### src/rtl/alu_pipe.sv
// alu_pipe: valid/ready ALU with single-cycle AND/OR/ADD/SUB/XOR/SLT and an optional shift-add MUL.
// Define ALU_PIPE_MUL_EN to build the iterative multiplier; otherwise opcode 1000 reports illegal.
module alu_pipe #(
  parameter int WIDTH = 8
) (
  input  logic             clk,
  input  logic             rst_n,
  input  logic             in_valid,
  output logic             in_ready,
  input  logic [WIDTH-1:0] data1,
  input  logic [WIDTH-1:0] data2,
  input  logic [3:0]       ALU_control,
  output logic             out_valid,
  input  logic             out_ready,
  output logic [WIDTH-1:0] ALU_result,
  output logic             zero,
  output logic             carry,
  output logic             overflow,
  output logic             illegal
);
  localparam logic [3:0] OP_AND = 4'b0000;
  localparam logic [3:0] OP_OR  = 4'b0001;
  localparam logic [3:0] OP_ADD = 4'b0010;
  localparam logic [3:0] OP_SUB = 4'b0110;
  localparam logic [3:0] OP_XOR = 4'b0011;
  localparam logic [3:0] OP_SLT = 4'b0111;

`ifdef ALU_PIPE_MUL_EN
  localparam logic [3:0] OP_MUL = 4'b1000;
  localparam int CW = $clog2(WIDTH);
  typedef enum logic [1:0] {IDLE = 2'd0, BUSY = 2'd1, DONE = 2'd2} state_t;
`else
  typedef enum logic [1:0] {IDLE = 2'd0, DONE = 2'd2} state_t;
`endif

  state_t           state, state_nxt;
  logic             ready_en;
  logic             accept;
  logic             sub;
  logic [WIDTH-1:0] b_eff;
  logic [WIDTH:0]   sum;
  logic [WIDTH-1:0] alu_res;
  logic             alu_c, alu_v, alu_ill;
  logic [WIDTH-1:0] result_q;
  logic             zero_q, carry_q, ovf_q, ill_q;

  // ready_en keeps in_ready low through reset and until the first edge after release
  assign in_ready  = ready_en && ((state == IDLE) || ((state == DONE) && out_ready));
  assign accept    = in_valid && in_ready;
  assign out_valid = (state == DONE);

  assign ALU_result = result_q;
  assign zero       = zero_q;
  assign carry      = carry_q;
  assign overflow   = ovf_q;
  assign illegal    = ill_q;

  // SUB reuses the adder as A + ~B + 1 so carry means "no borrow"
  assign sub   = (ALU_control == OP_SUB);
  assign b_eff = sub ? ~data2 : data2;
  assign sum   = {1'b0, data1} + {1'b0, b_eff} + {{WIDTH{1'b0}}, sub};

`ifdef ALU_PIPE_MUL_EN
  logic             start_mul;
  logic             mul_last;
  logic [WIDTH-1:0] mcand, mplier, acc, acc_nxt;
  logic [CW-1:0]    cnt;

  assign acc_nxt  = acc + (mplier[0] ? mcand : '0);
  assign mul_last = (cnt == CW'(WIDTH - 1));
`endif

  always_comb begin
    alu_res = '0;
    alu_c   = 1'b0;
    alu_v   = 1'b0;
    alu_ill = 1'b0;
`ifdef ALU_PIPE_MUL_EN
    start_mul = 1'b0;
`endif
    case (ALU_control)
      OP_AND: alu_res = data1 & data2;
      OP_OR:  alu_res = data1 | data2;
      OP_XOR: alu_res = data1 ^ data2;
      OP_ADD, OP_SUB: begin
        alu_res = sum[WIDTH-1:0];
        alu_c   = sum[WIDTH];
        alu_v   = (data1[WIDTH-1] == b_eff[WIDTH-1]) && (sum[WIDTH-1] != data1[WIDTH-1]);
      end
      OP_SLT: alu_res = {{(WIDTH-1){1'b0}}, ($signed(data1) < $signed(data2))};
`ifdef ALU_PIPE_MUL_EN
      OP_MUL: start_mul = 1'b1;
`endif
      default: alu_ill = 1'b1;
    endcase
  end

  always_comb begin
    state_nxt = state;
    case (state)
      IDLE: if (accept) state_nxt = DONE;
`ifdef ALU_PIPE_MUL_EN
      BUSY: if (mul_last) state_nxt = DONE;
`endif
      DONE: if (out_ready) state_nxt = accept ? DONE : IDLE;
      default: state_nxt = IDLE;
    endcase
`ifdef ALU_PIPE_MUL_EN
    if (accept && start_mul) state_nxt = BUSY;
`endif
  end

  always_ff @(posedge clk or negedge rst_n) begin
    if (!rst_n) state <= IDLE;
    else        state <= state_nxt;
  end

  always_ff @(posedge clk or negedge rst_n) begin
    if (!rst_n) begin
      ready_en <= 1'b0;
      result_q <= '0;
      zero_q   <= 1'b0;
      carry_q  <= 1'b0;
      ovf_q    <= 1'b0;
      ill_q    <= 1'b0;
    end else begin
      ready_en <= 1'b1;
      if (accept) begin
        result_q <= alu_res;
        zero_q   <= (alu_res == '0);
        carry_q  <= alu_c;
        ovf_q    <= alu_v;
        ill_q    <= alu_ill;
      end
`ifdef ALU_PIPE_MUL_EN
      if ((state == BUSY) && mul_last) begin
        result_q <= acc_nxt;
        zero_q   <= (acc_nxt == '0);
        carry_q  <= 1'b0;
        ovf_q    <= 1'b0;
        ill_q    <= 1'b0;
      end
`endif
    end
  end

`ifdef ALU_PIPE_MUL_EN
  // One partial product per BUSY cycle: multiplicand walks left, multiplier walks right
  always_ff @(posedge clk or negedge rst_n) begin
    if (!rst_n) begin
      mcand  <= '0;
      mplier <= '0;
      acc    <= '0;
      cnt    <= '0;
    end else if (accept && start_mul) begin
      mcand  <= data1;
      mplier <= data2;
      acc    <= '0;
      cnt    <= '0;
    end else if (state == BUSY) begin
      mcand  <= mcand << 1;
      mplier <= mplier >> 1;
      acc    <= acc_nxt;
      cnt    <= cnt + CW'(1);
    end
  end
`endif

endmodule

### config.mk
export PLATFORM = sky130hd
export DESIGN_NAME = alu_pipe
export DESIGN_NICKNAME = d
export VERILOG_FILES = /design/src/rtl/alu_pipe.sv
export SDC_FILE = /design/constraint.sdc
export NUM_CORES = 1
export LEC_CHECK = 0
export ABC_AREA = 1
export CORE_UTILIZATION = 47
export DETAILED_ROUTE_END_ITERATION = 8
export PLACE_DENSITY = 0.86
export SYNTH_ARGS = -nofsm -noshare
export SYNTH_HDL_FRONTEND = slang
export SYNTH_SLANG_ARGS = --single-unit
export TNS_END_PERCENT = 1
### constraint.sdc
create_clock -name clk -period 1.4 [get_ports clk]
set_input_delay 0.21 -clock clk [delete_from_list [all_inputs] [get_ports clk]]
set_output_delay 0.21 -clock clk [all_outputs]
set_load 0.005 [all_outputs]
[Word level (Yosys, flattened, before mapping)]
Cells that the tools add are included.
Word-level totals
  output and inout bits: 14
  flip-flop bits (word level): 15
  logic and storage cells: 44
  bits of input ports: 24
Operators by class
  bitwise logic cells: 4
  equal/unequal tests: 10
  order comparisons: 1
  reduce and logical (&&, ||, !) cells: 11
  mux-type cells: 9
  add/subtract/negate cells: 2
Operators by type and width (count)
  $pmux W8 S5: 1
  $add A8 B8 Y9: 1
  $add A9 B1 Y9: 1
  $and A8 B8 Y8: 1
  $eq A4 B2 Y1 const B: 2
  $eq A4 B3 Y1 const B: 2
  $logic_not A8 Y1: 1
  $lt A8 B8 Y1: 1
  $mux W8: 1
  $not A8 Y8: 1
  $or A8 B8 Y8: 1
  $xor A8 B8 Y8: 1
  $mux W2: 3
  $reduce_or A6 Y1: 1
  $eq A4 B1 Y1 const B: 1
  $logic_and A1 B1 Y1: 4
  $logic_not A4 Y1: 1
  $pmux W2 S2: 1
  $mux W1: 3
  $eq A2 B2 Y1 const B: 1
  $logic_not A2 Y1: 1
  $ne A2 B1 Y1 const B: 1
  $ne A2 B2 Y1 const B: 1
  $reduce_and A2 Y1: 1
  4 further kinds: 4

[Logic depth before layout (Yosys ltp)]
  depth in word-level cells: 8
  depth in mapped cells: 19
  gate-level depth less buffers: 19

[Worst setup path before layout]
No wires, ideal clock.
  path type: input port to flip-flop
  start: input ALU_control[2]
  end: register zero_q, in the netlist zero
  data arrival time: 2.088 ns
  data required time: 1.335 ns
  library setup time: 0.065 ns
  stages: 15
  slack: -0.753 ns
  path through: inv_2 nor2_1 nand2_4 xor2_1 fa_1 or2_2 nand3_1 nand3_1 nor2_1 nand2_1 nor2_1 nand3_1 nor2_2 nand2_1 nand2_1
On the way
  longest elaborated chain between the ends: 6
  elaborated cells on any way between the ends: 12
  those cells by class: 2 x add/sub; 5 x eq/ne; 2 x mux; 3 x reduce/logical
Ends and longest elaborated chain
  from (decl): RTL line 12  | input logic [3:0] ALU_control,
  $eq A4 B3 Y1: RTL line 59, 81
  $mux W8: RTL line 60  | assign b_eff = sub ? ~data2 : data2;
  $add A8 B8 Y9: RTL line 61  | assign sum = {1'b0, data1} + {1'b0, b_eff} + {{WIDTH{1'b0}}, sub};
  $add A9 B1 Y9: RTL line 61
  $pmux W8 S5 *: RTL line 81  | case (ALU_control)
  $logic_not A8 Y1 *: RTL line 130  | zero_q <= (alu_res == '0);
  to (signal assigned): RTL line 130
  to (decl): RTL line 45  | logic zero_q, carry_q, ovf_q, ill_q;
Mark *: on every way between the ends. The rest lies on a longest branch, timed or not.
A chain may end at the register's enable or synchronous reset.

[Final worst setup path]
Same ends and word-level chain as after synthesis.

==> run metrics <==
clk slew on worst S/H paths 70 ps; CTS tree built; PD cells 646 nW/um2; routed len/inst 15.3 um; RePlAce Congestion 0.891; CTS Buf Count 3; Port Buf Inserts 37; FF+latch area 350 um2; Final Hold Fails 0; area delta synth->final 59.4%; Peak Freq 470 MHz; post-layout minimum cycle time 2130 ps; Synth top cells by count 54 x nand2_1, 42 x inv_1, 31 x ha_1; I/O Pins 38; post-place setup slack -1380 ps; mapped cell area 1770 um2; worst path cell trace buf_12 > inv_12 > nor2_4 > nand2_4 > xor2_1 > ha_1 > buf_4 > nand3_1 > nand2_1 > a21oi_1 > o21ai_1 > nand2_1 > nor2_1 > nand3_1 > nor2_4 > nand2_1 > nand2_1; post-route clock period utilization 1.52; FFs w/ async S/R, synth 1.00; VDD IR max 0.631 mV; DRT Pass-1 Iters 5; area leader, netlist ha_1; sequential fraction of the synthesis area 0.197; arrival time at the worst endpoint 2330 ps; core region area 3470 um2; root buf cell clkbuf_8; die width 63.4 um; row cnt 21; Synthesized Nets 305; hold slack 260 ps; Cell variety after synth 34; fin cells 392; slowest stage delay, CP 380 ps; Setup Viol. Count Final 11; largest net degree at the start of global routing 15; required time worst endpoint 1600 ps; vias in the first global route 2,035; Leak Pwr 1.52 nW; Yosys top cell area share 0.219; ANT nets after route 0; area of the multi-input gates 1350 um2; max-cap violations 0; DR vias/cell 5.53; Final #Nets 403; Starting Density 0.512; crit path capture type flop; clk buf depth 2; Synth Flop Type dfrtp_1; Hold Crit Class in -> async; kind of critical path in -> reg; CP dominant cell by count nand2_1; die area 4020 um2; violated checks setup timing; via count 2,166; worst path bufs/invs 3; CTS H-Tree Depth 1; yosys warns 0; first-pass GRT wire length 8740 um; worst-path cell with the longest stage delay ha_1; worst skew pair latency 260 ps; critical-path maximum fanout 7; synth top area cells ha_1 22%, dfrtp_1 20%, nand2_1 11%; crit path launch type primary input; most frequent cell after synthesis nand2_1; Yosys reg bits 14; RSZ-0062 raised after global routing true; fill count 218; post-place instance area 2610 um2; layout cells sized above 1 0.338; initial antenna violation count 0; detailed-route wire length 6010 um; Design Area, Final 2830 um2; Sink Count 14; Final HPWL DP 4090 um; GRT overflow 0; setup ws final -729 ps; final slew viol count 0; crit-path leading delay family simple AND/OR/NAND/NOR gates; Gate Count Post-Synth 249; status finished, violations left; Placed Cells 379; final clock skew 12.8 ps; Tot GR Track Use 0.278; DR iter-0 viols 145; r2r setup slk -230 ps; Antenna Diode Count 0; DRC viols 0; Avg Inst Size Synth 7.13 um2; Post-synth EDFFs 0; DIE HEIGHT 63.4 um
stage by stage:
step,utilization,power (mW),TNS [ps]
6_report,0.815,1.83,-5490
5_1_grt,0.815,1.93,-6710
4_1_cts,0.788,1.73,-5050
3_5_place_dp,0.752,1.30,-13070
3_3_place_gp,0.752,1.27,-12330
2_1_floorplan,-,0.873,-3210
sequential cells by signal, indices dropped and copies added (netlist names):
| signal | count |
|---|---|
| overflow | 1 |
| ready_en | 1 |
| state | 1 |
| zero | 1 |
| illegal | 1 |
| ALU_result | 8 |
| carry | 1 |
final cells by class:
type,instances,area share
inverters,48,0.0726
repair buffers,94,0.286
well taps,46,0.0204
multi-input cells,186,0.478
flip-flops and latches,14,0.124
clock buffers,4,0.0195
cells by family (layout without fill, tap and decap cells):
| group | Yosys count | after routing | share of synthesized area |
|---|---|---|---|
| and+or+nand+nor | 117 | 117 | 0.331 |
| other | 1 | 1 | 0.00211 |
| adders and majority gates | 32 | 32 | 0.230 |
| DFF | 14 | 14 | 0.197 |
| buffers and inverters | 49 | 146 | 0.104 |
| AOI/OAI and AO/OA | 29 | 29 | 0.102 |
| xor gates and xnor gates | 7 | 7 | 0.0346 |
cell usage in the layout, fill, tap and decap left out, types with 4 or more instances in the layout:
| cell | n |
|---|---|
| o21ai_1 | 4 |
| clkdlybuf4s50_1 | 25 |
| nand4_1 | 4 |
| nand3_1 | 12 |
| nor2_2 | 5 |
| dlygate4sd2_1 | 6 |
| a21oi_1 | 8 |
| nor2_1 | 16 |
| inv_2 | 11 |
| clkbuf_8 | 4 |
| buf_6 | 4 |
| nor2_4 | 5 |
| buf_4 | 54 |
| nand2_1 | 49 |
| nand2_4 | 5 |
| nand2_2 | 9 |
| inv_1 | 35 |
| nand3_2 | 5 |
| xor2_1 | 6 |
| ha_1 | 31 |
| dfrtp_1 | 14 |
repair_timing:
| item | 4_1_cts | 5_1_grt |
|---|---|---|
| setup endpoints to repair | 12 | 12 |
| hold buffers | 0 | 0 |
| buffers inserted | 7 | 3 |
| pin swaps | 24 | 28 |
| resized for setup | 39 | 27 |
metal layers:
layer	track usage	vias to the layer above	wire length (um)
met5	0	-	0
met4	0.165	0	461
met3	0.0453	52	507
met2	0.495	139	2940
met1	0.305	985	2100
li1	-	990	-
path summary, 6_finish.rpt:
kind                                        endpoint  cells after the start                 start
setup / recovery                    zero$_DFFE_PN0P_                     17        ALU_control[2]
hold / removal                    ready_en$_DFF_PN0_                      2                 rst_n
setup reg to reg                    zero$_DFFE_PN0P_                     11  state[1]$_DFFE_PN0P_
hold reg to reg                  illegal$_DFFE_PN0P_                      2   illegal$_DFFE_PN0P_
max in group asynchronous  ALU_result[2]$_DFFE_PN0P_                      2                 rst_n
min in group clk                 illegal$_DFFE_PN0P_                      3        ALU_control[2]
power breakdown:
group	switching [mW]	leakage (nW)	total [mW]	internal [mW]
logic	0.466	1.31	0.928	0.462
clock network	0.155	0.0288	0.404	0.250
registers	0.0363	0.179	0.496	0.460
(Power assumes the default switching activity.)
